## src/rtl/pipe_sink_fifo.sv

```systemverilog
// Storage ring and read/write pointers for the credit sink.
// Occupancy lives in the parent, so push/pop are assumed legal here.
module pipe_sink_fifo #(
  parameter int DATA_WIDTH = 32,
  parameter int DEPTH      = 4
) (
  input  logic                  clk,
  input  logic                  rst,
  input  logic                  push_i,
  input  logic [DATA_WIDTH-1:0] push_data_i,
  input  logic                  pop_i,
  output logic [DATA_WIDTH-1:0] rd_data_o
);
  localparam int PW    = (DEPTH > 1) ? $clog2(DEPTH) : 1;
  // Rounded up to a power of two so any pointer value indexes a real slot;
  // slots at or above DEPTH are never written or read.
  localparam int SLOTS = 1 << PW;

  logic [DATA_WIDTH-1:0] r_mem [SLOTS];
  logic [PW-1:0]         r_wptr;
  logic [PW-1:0]         r_rptr;

  function automatic logic [PW-1:0] f_inc(input logic [PW-1:0] p);
    return (p == PW'(DEPTH - 1)) ? '0 : p + 1'b1;
  endfunction

  // Pointers advance modulo DEPTH on each push/pop.
  always_ff @(posedge clk or posedge rst) begin
    if (rst) begin
      r_wptr <= '0;
      r_rptr <= '0;
    end else begin
      if (push_i) r_wptr <= f_inc(r_wptr);
      if (pop_i)  r_rptr <= f_inc(r_rptr);
    end
  end

  // Payload storage; contents are meaningless while empty so no reset.
  always_ff @(posedge clk) begin
    if (push_i) r_mem[r_wptr] <= push_data_i;
  end

  assign rd_data_o = r_mem[r_rptr];
endmodule

```

## src/rtl/pipe_credit_sink.sv

```systemverilog
// Credit-managed sink for a fixed-latency request/response pipe.
// Launches are granted only when buffer space is reserved for the reply,
// so the buffer never overflows under legal upstream behaviour.
module pipe_credit_sink #(
  parameter int DATA_WIDTH = 32,
  parameter int LATENCY    = 1,
  parameter int DEPTH      = 4
) (
  input  logic                  clk,
  input  logic                  rst,
  input  logic                  launch_i,
  output logic                  launch_ok_o,
  input  logic                  data_valid_i,
  input  logic [DATA_WIDTH-1:0] data_i,
  output logic                  out_valid_o,
  output logic [DATA_WIDTH-1:0] out_data_o,
  input  logic                  out_ready_i,
  output logic                  err_o
);
  localparam int CW = $clog2(DEPTH + 1);

  logic [CW-1:0]         r_occ;
  logic [CW-1:0]         r_inflight;
  logic                  r_err;

  logic [CW:0]           w_sum;
  logic                  w_launch_ok;
  logic                  w_launch_acc;
  logic                  w_out_valid;
  logic                  w_pop;
  logic                  w_full;
  logic                  w_covered;
  logic                  w_arrive;
  logic                  w_push;
  logic                  w_violation;
  logic [DATA_WIDTH-1:0] w_rd_data;

  // Credit is computed from registered counts only, so a pop frees a
  // credit one cycle later and there is no input-to-grant path.
  assign w_sum        = {1'b0, r_occ} + {1'b0, r_inflight};
  assign w_launch_ok  = w_sum < (CW+1)'(DEPTH);
  assign w_launch_acc = launch_i & w_launch_ok;

  assign w_out_valid  = (r_occ != '0);
  assign w_pop        = w_out_valid & out_ready_i;
  assign w_full       = (r_occ == CW'(DEPTH));

  // A beat is expected if something is in flight; with zero latency the
  // beat rides alongside its own accepted launch.
  assign w_covered    = (r_inflight != '0) | ((LATENCY == 0) & w_launch_acc);
  assign w_arrive     = data_valid_i & w_covered;
  assign w_push       = w_arrive & ~(w_full & ~w_pop);

  assign w_violation  = (launch_i & ~w_launch_ok)
                      | (data_valid_i & ~w_covered)
                      | (w_arrive & w_full & ~w_pop);

  // In-flight count: up on granted launch, down on expected arrival.
  always_ff @(posedge clk or posedge rst) begin
    if (rst) begin
      r_inflight <= '0;
    end else begin
      case ({w_launch_acc, w_arrive})
        2'b10:   r_inflight <= r_inflight + 1'b1;
        2'b01:   r_inflight <= r_inflight - 1'b1;
        default: r_inflight <= r_inflight;
      endcase
    end
  end

  // Buffer occupancy: up on stored beat, down on delivered beat.
  always_ff @(posedge clk or posedge rst) begin
    if (rst) begin
      r_occ <= '0;
    end else begin
      case ({w_push, w_pop})
        2'b10:   r_occ <= r_occ + 1'b1;
        2'b01:   r_occ <= r_occ - 1'b1;
        default: r_occ <= r_occ;
      endcase
    end
  end

  // Sticky protocol error flag.
  always_ff @(posedge clk or posedge rst) begin
    if (rst)              r_err <= 1'b0;
    else if (w_violation) r_err <= 1'b1;
  end

  pipe_sink_fifo #(
    .DATA_WIDTH (DATA_WIDTH),
    .DEPTH      (DEPTH)
  ) u_fifo (
    .clk         (clk),
    .rst         (rst),
    .push_i      (w_push),
    .push_data_i (data_i),
    .pop_i       (w_pop),
    .rd_data_o   (w_rd_data)
  );

  assign launch_ok_o = w_launch_ok;
  assign out_valid_o = w_out_valid;
  // Gate with valid so the unreset storage never shows on the output.
  assign out_data_o  = w_out_valid ? w_rd_data : '0;
  assign err_o       = r_err;
endmodule

```

## config.mk

```make
export PLATFORM = sky130hd
export DESIGN_NAME = pipe_credit_sink
export DESIGN_NICKNAME = d
export VERILOG_FILES = /design/src/rtl/pipe_sink_fifo.sv /design/src/rtl/pipe_credit_sink.sv
export SDC_FILE = /design/constraint.sdc
export NUM_CORES = 1
export LEC_CHECK = 0
export ABC_AREA = 1
export CORE_UTILIZATION = 55
export CTS_CLUSTER_SIZE = 30
export DETAILED_ROUTE_END_ITERATION = 8
export GPL_TIMING_DRIVEN = 1
export PLACE_DENSITY = 0.9
export SETUP_SLACK_MARGIN = 0.02
export SLEW_MARGIN = 15
export SYNTH_ARGS = -nofsm -noshare
export SYNTH_HDL_FRONTEND = slang
export SYNTH_SLANG_ARGS = --single-unit
```

## constraint.sdc

```tcl
create_clock -name clk -period 3.2 [get_ports clk]
set_input_delay 0.32 -clock clk [delete_from_list [all_inputs] [get_ports clk]]
set_output_delay 0.32 -clock clk [all_outputs]
set_load 0.01 [all_outputs]
```

Yosys cells after proc, flatten, opt, wreduce, memory -nomap -nowiden
Memories as Yosys holds them, arrays and structs flattened. Cells that the tools add are included.

Register bits: 11. Memory bits (writable): 128. Memories kept: 1.

$add $sub $neg: 7. Order comparisons: 1. Equal/unequal tests: 7. Mux-type cells: 7. Bitwise gates (word level): 15. Reductions and logical operators: 4.

Memories: u_fifo.r_mem (depth 4, bits a word 32, read ports 1, clocked after memory_dff 0, wr ports 1, line pipe_sink_fifo.sv:19) `logic [DATA_WIDTH-1:0] r_mem [SLOTS];`.

Operators with widths (count): 32-bit 2-to-1 mux (1); 3-bit case mux with 2 select lines (2); 1-bit bitwise AND (9); 2-bit equality test (second input constant) (4); 3-bit by 1-bit adder with 3-bit output (second input constant) (2); 3-bit nonzero test (2); 3-bit by 1-bit subtractor with 3-bit output (second input constant) (2); 2-bit by 1-bit adder with 2-bit output (second input constant) (2); 3-bit by 3-bit adder with 4-bit output (1); 2-bit by 1-bit equality test with 1-bit output (second input constant) (2); 4-bit by 3-bit less-than comparator with 1-bit output (second input constant) (1); 2-bit 2-to-1 mux (2); 1-bit NOT (4); 2-bit nonzero test (2); 3-bit equality test (second input constant) (1); 1-bit 2-to-1 mux (2); 1-bit bitwise OR (2).

Longest topological paths before layout
Depth in word-level cells: 8. Depth in mapped cells: 12. Mapped depth without buffers: 12.

Hierarchy
From an unflattened synthesis, not the netlist that was laid out.

Cell total of the unflattened synthesis: 664. Area total of the unflattened synthesis: 6446.2 um2.

Modules (own cells, without submodules): pipe_sink_fifo (instances 1, cells each 533, area each 5675.4 um2); pipe_credit_sink (instances 1, cells each 131, area each 770.7 um2).

Worst setup path after synthesis
OpenSTA, ideal clock, no wires.

Kind: reg-to-reg. Start: reg r_occ[2]. End: mem u_fifo.r_mem[0][0] (enable). Arrival: 2166 ps. Data required time: 2779 ps. Slack: 613 ps. Cell stages (with the launch flop): 6. Path buffers: 0. Clock period less this slack: 2587 ps. Cells stage by stage: dfrtp_1 inv_1 nor2_1 nand2_1 nand3_1 nor2_1.

Word-level cells in the longest chain between the ends: 8. Elaborated cells between the ends (all ways): 9. Classes of those cells: eq/ne: 1; mux: 2; bitwise: 5; reduce/logical: 1.

Ends and longest elaborated chain: start: declaration (line pipe_credit_sink.sv:22) `logic [CW-1:0] r_occ;`; start signal: assignment (line pipe_credit_sink.sv:77) `2'b10: r_occ <= r_occ + 1'b1;`; start signal: assignment (line pipe_credit_sink.sv:78) `2'b01: r_occ <= r_occ - 1'b1;`; start signal: assignment (line pipe_credit_sink.sv:79) `default: r_occ <= r_occ;`; 3-bit nonzero test (line pipe_credit_sink.sv:44) `assign w_out_valid = (r_occ != '0);`; 1-bit bitwise AND (line pipe_credit_sink.sv:45) `assign w_pop = w_out_valid & out_ready_i;`; 1-bit NOT (line pipe_credit_sink.sv:52) `assign w_push = w_arrive & ~(w_full & ~w_pop);`; 1-bit bitwise AND * (line pipe_credit_sink.sv:52); 1-bit NOT * (line pipe_credit_sink.sv:52); 1-bit bitwise AND * (line pipe_credit_sink.sv:52); 1-bit 2-to-1 mux * (line pipe_sink_fifo.sv:40) `if (push_i) r_mem[r_wptr] <= push_data_i;`; 1-bit 2-to-1 mux (implied by the code) * (line pipe_sink_fifo.sv:40); end: declaration (line pipe_sink_fifo.sv:19).

Every way passes the cells marked *; elsewhere a longest branch is shown, timed or not.

Final worst setup path
Start: reg u_fifo.r_rptr[0]. End: out out_data_o[1].

Word-level cells in the longest chain between the ends: 2.

Ends and longest elaborated chain: start: declaration (line pipe_sink_fifo.sv:21) `logic [PW-1:0] r_rptr;`; start signal: assignment (line pipe_sink_fifo.sv:34) `if (pop_i) r_rptr <= f_inc(r_rptr);`; memory read 4 x 32 bit; 32-bit 2-to-1 mux (line pipe_credit_sink.sv:105) `assign out_data_o = w_out_valid ? w_rd_data : '0;`; end: declaration (line pipe_credit_sink.sv:16) `output logic [DATA_WIDTH-1:0] out_data_o,`.

No other way between the ends.

==> impl_metrics.py <==
metrics = {
    "die": {
        "design.die.area_mm2": 0.0113,
        "core_area_mm2": 0.0104,
        "initial_core_util_pct": 57.5,
        "dieHeight_um": 106,
        "rows": 37,
        "ioPinCount": 72,
        "die_w_um": 106,
    },
    "synth": {
        "synthCells": 567,
        "seq_area_frac_synth_pct": 68.8,
        "synthArstFlopShare_pct": 7.91,
        "synthFlopType": "edfxtp_1",
        "ys.warnings.count": 0,
        "synth_common_cells": "nand2_1 (214), edfxtp_1 (128), inv_1 (89)",
        "yosysMostFrequentCell": "nand2_1",
        "synth_area_leader_cell": "edfxtp_1",
        "synth_top_cells_by_area": "edfxtp_1 (64%), nand2_1 (13%), inv_1 (5.6%)",
        "avgSynthCellArea_um2": 10.6,
        "synth_cell_types": 19,
        "synth_top_cell_area_share_pct": 64.2,
        "synth_edf_count": 128,
        "muxShareOfSynthArea_pct": 0,
        "synth_fa_ha_area_share_pct": 2.55,
        "synth-simple-area-share_pct": 17.5,
        "synth_compound_area_share_pct": 3.05,
        "synth_nets": 615,
        "synth_top_family_by_area": "simple AND/OR/NAND/NOR gates",
        "synthXorXnorAreaFrac_pct": 0.585,
        "synth.ff_latch_count": 139,
        "syn_area_mm2": 0.00599,
    },
    "worst_setup_path": {
        "cpMostUsedCell": "nand2_1",
        "endpoint_kind": "output port",
        "slowest_delay_ps": 600,
        "path_buf_inv": 2,
        "critPathTopFamily": "buffers and inverters",
        "crit_path_start_kind": "flip-flop",
        "worstPathRequired_ps": 2880,
        "critPathSlowestCell": "clkdlybuf4s50_1",
        "cp_max_fo": 67,
        "critical_path_class": "flip-flop to output port",
        "path_cells": "buf_4 > nand2_1 > nand2_1 > nand2_1 > a21oi_1 > clkdlybuf4s50_1",
        "crit_arrival_ps": 2730,
    },
    "timing": {
        "relSlewSlack_pct": 53.9,
        "post-route-period-util_pct": 95.4,
        "worst_pin_slew_ps": 692,
        "whs_ps": 88.5,
        "finClkSkew_ps": 7.64,
        "drv_slew": 0,
        "min_period_ps": 3050,
        "timing.fmax_ghz": 0.328,
        "report.final.hold_viol_count": 0,
        "grt_setup_unrepaired": "no",
        "tns_ps": 0,
        "setup_viol": 0,
    },
    "placement": {
        "io_buffers": 71,
        "gp_congestion": 0.833,
        "postPlaceCellArea_mm2": 0.00691,
        "dpl.hpwl_um": 8150,
    },
    "finish": {
        "final_cell_area_mm2": 0.00750,
        "syn_to_final_growth_pct": 25.2,
        "drive_gt1_share_pct": 7.58,
        "antennaDiodeCount": 0,
        "fin_nets": 695,
        "fillers": 669,
    },
    "routing": {
        "vias_per_cell": 5.36,
        "drt-initial-drc-count": 377,
        "ant_nets": 0,
        "wl_per_cell_um": 16.8,
        "vias": 4264,
        "dr.pass1.iters": 5,
        "wl_um": 13400,
        "drc": 0,
    },
    "global_routing": {
        "grt_max_degree": 68,
        "grt_overflow": 0,
        "gr-usage-all-layers_pct": 25.3,
        "antenna_found_initial": 0,
        "grt_pass1_vias": 4468,
        "grt_pass1_wl_um": 21200,
    },
    "clock_network": {
        "clk_pin_slew_ps": 60,
        "postCtsSetupBuffers": 0,
        "ctsResizeCount": 0,
        "cts_buffer_depth": 2,
        "clk_latency_ps": 520,
        "htreeDepth": 4,
        "tritoncts": "done",
        "cts_hold_buffers": 0,
        "cts_buffers": 17,
        "cts_sinks": 139,
        "root_buffer": "clkbuf_8",
    },
    "power": {
        "p_leak_nw": 3.19,
        "p_per_area_mw_per_mm2": 1000,
        "irDropWorstVdd_mv": 0.552,
    },
    "flow_run": {
        "drv_cap": 0,
    },
    "worst_hold_path": {
        "hp-class": "primary input to asynchronous set/reset pin",
    },
    "outcome": {
        "outcome": "complete, no violations",
    },
}
==> through the flow <==
step                      total power (W)  cells  utilization [%]  setup slack, ps
final                             0.00752    796             72.0              147
after global routing              0.00793    796             72.0             99.1
after CTS                         0.00753    796             72.0              192
after detailed placement          0.00555    764             66.3              574
after global placement            0.00539    764             66.3              741
after floorplan                   0.00424    567                -              613
==> registers in the layout (all words and copies together), names as in the netlist <==
name,count
r_occ,3
r_inflight,3
u_fifo.r_rptr,2
u_fifo.r_mem,128
err_o,1
u_fifo.r_wptr,2
==> worst paths after layout <==
check	from	to	slack, ps	depth (start not counted)
max	u_fifo.r_rptr[0]$_DFFE_PP0P_	out_data_o[1]	150	6
min	rst	r_inflight[2]$_DFFE_PP0P_	90	2
max reg2reg	r_occ[0]$_DFFE_PP0P_	r_occ[2]$_DFFE_PP0P_	820	9
min reg2reg	err_o$_DFFE_PP0P_	err_o$_DFFE_PP0P_	490	2
max in group asynchronous	rst	u_fifo.r_rptr[0]$_DFFE_PP0P_	2800	2
min in group clk	launch_i	err_o$_DFFE_PP0P_	410	3
==> power breakdown <==
part	total, W	leakage (nW)	internal, W	switching (W)
clock	0.00194	0.279	0.00119	0.000749
sequential	0.00255	1.30	0.00241	0.000140
combinational	0.00304	1.61	0.00125	0.00178
total	0.00752	3.19	0.00485	0.00267
==> per-layer routing <==
layer	vias to the layer above	track usage [%]	wire, um
met5	-	0	0
met4	0	12.6	289
met3	26	4.78	930
met2	188	45.0	7160
met1	2062	29.2	5000
li1	1988	-	-
==> cell usage in the layout (no fill, tap or decap), types with 9 or more instances in the layout <==
cell type | synthesis | layout
a21oi_1 | 32 | 32
buf_4 | 2 | 11
clkbuf_16 | 0 | 16
clkdlybuf4s50_1 | 0 | 71
dfrtp_1 | 11 | 10
edfxtp_1 | 128 | 128
ha_1 | 9 | 9
inv_1 | 89 | 89
nand2_1 | 214 | 214
nand3_1 | 38 | 38
==> cells by family after synthesis <==
| group | Yosys count |
|---|---|
| fa+ha+maj | 11 |
| simple gates | 264 |
| buf+inv | 113 |
| compound gates | 36 |
| xor+xnor | 4 |
| flops | 139 |
==> cell type report <==
class                   instances  area [um2]  area share, %
clock buffers                  18         418           5.58
multi-input cells             315        1450           19.3
inverters                      90         338           4.51
clock inverters                14         170           2.27
well taps                     136         170           2.27
flip-flops and latches        139        4120           55.0
repair buffers                 84         833           11.1
==> worst reg2reg max path, delay by kind of cell (launching register included) <==
kind,cells,cell delay [ps]
adders and majority gates,2,670
and+or+nand+nor,5,920
DFF,1,420
buffers and inverters,1,80
xor gates and xnor gates,1,160
Note: power is estimated with default switching activity, not from simulation.
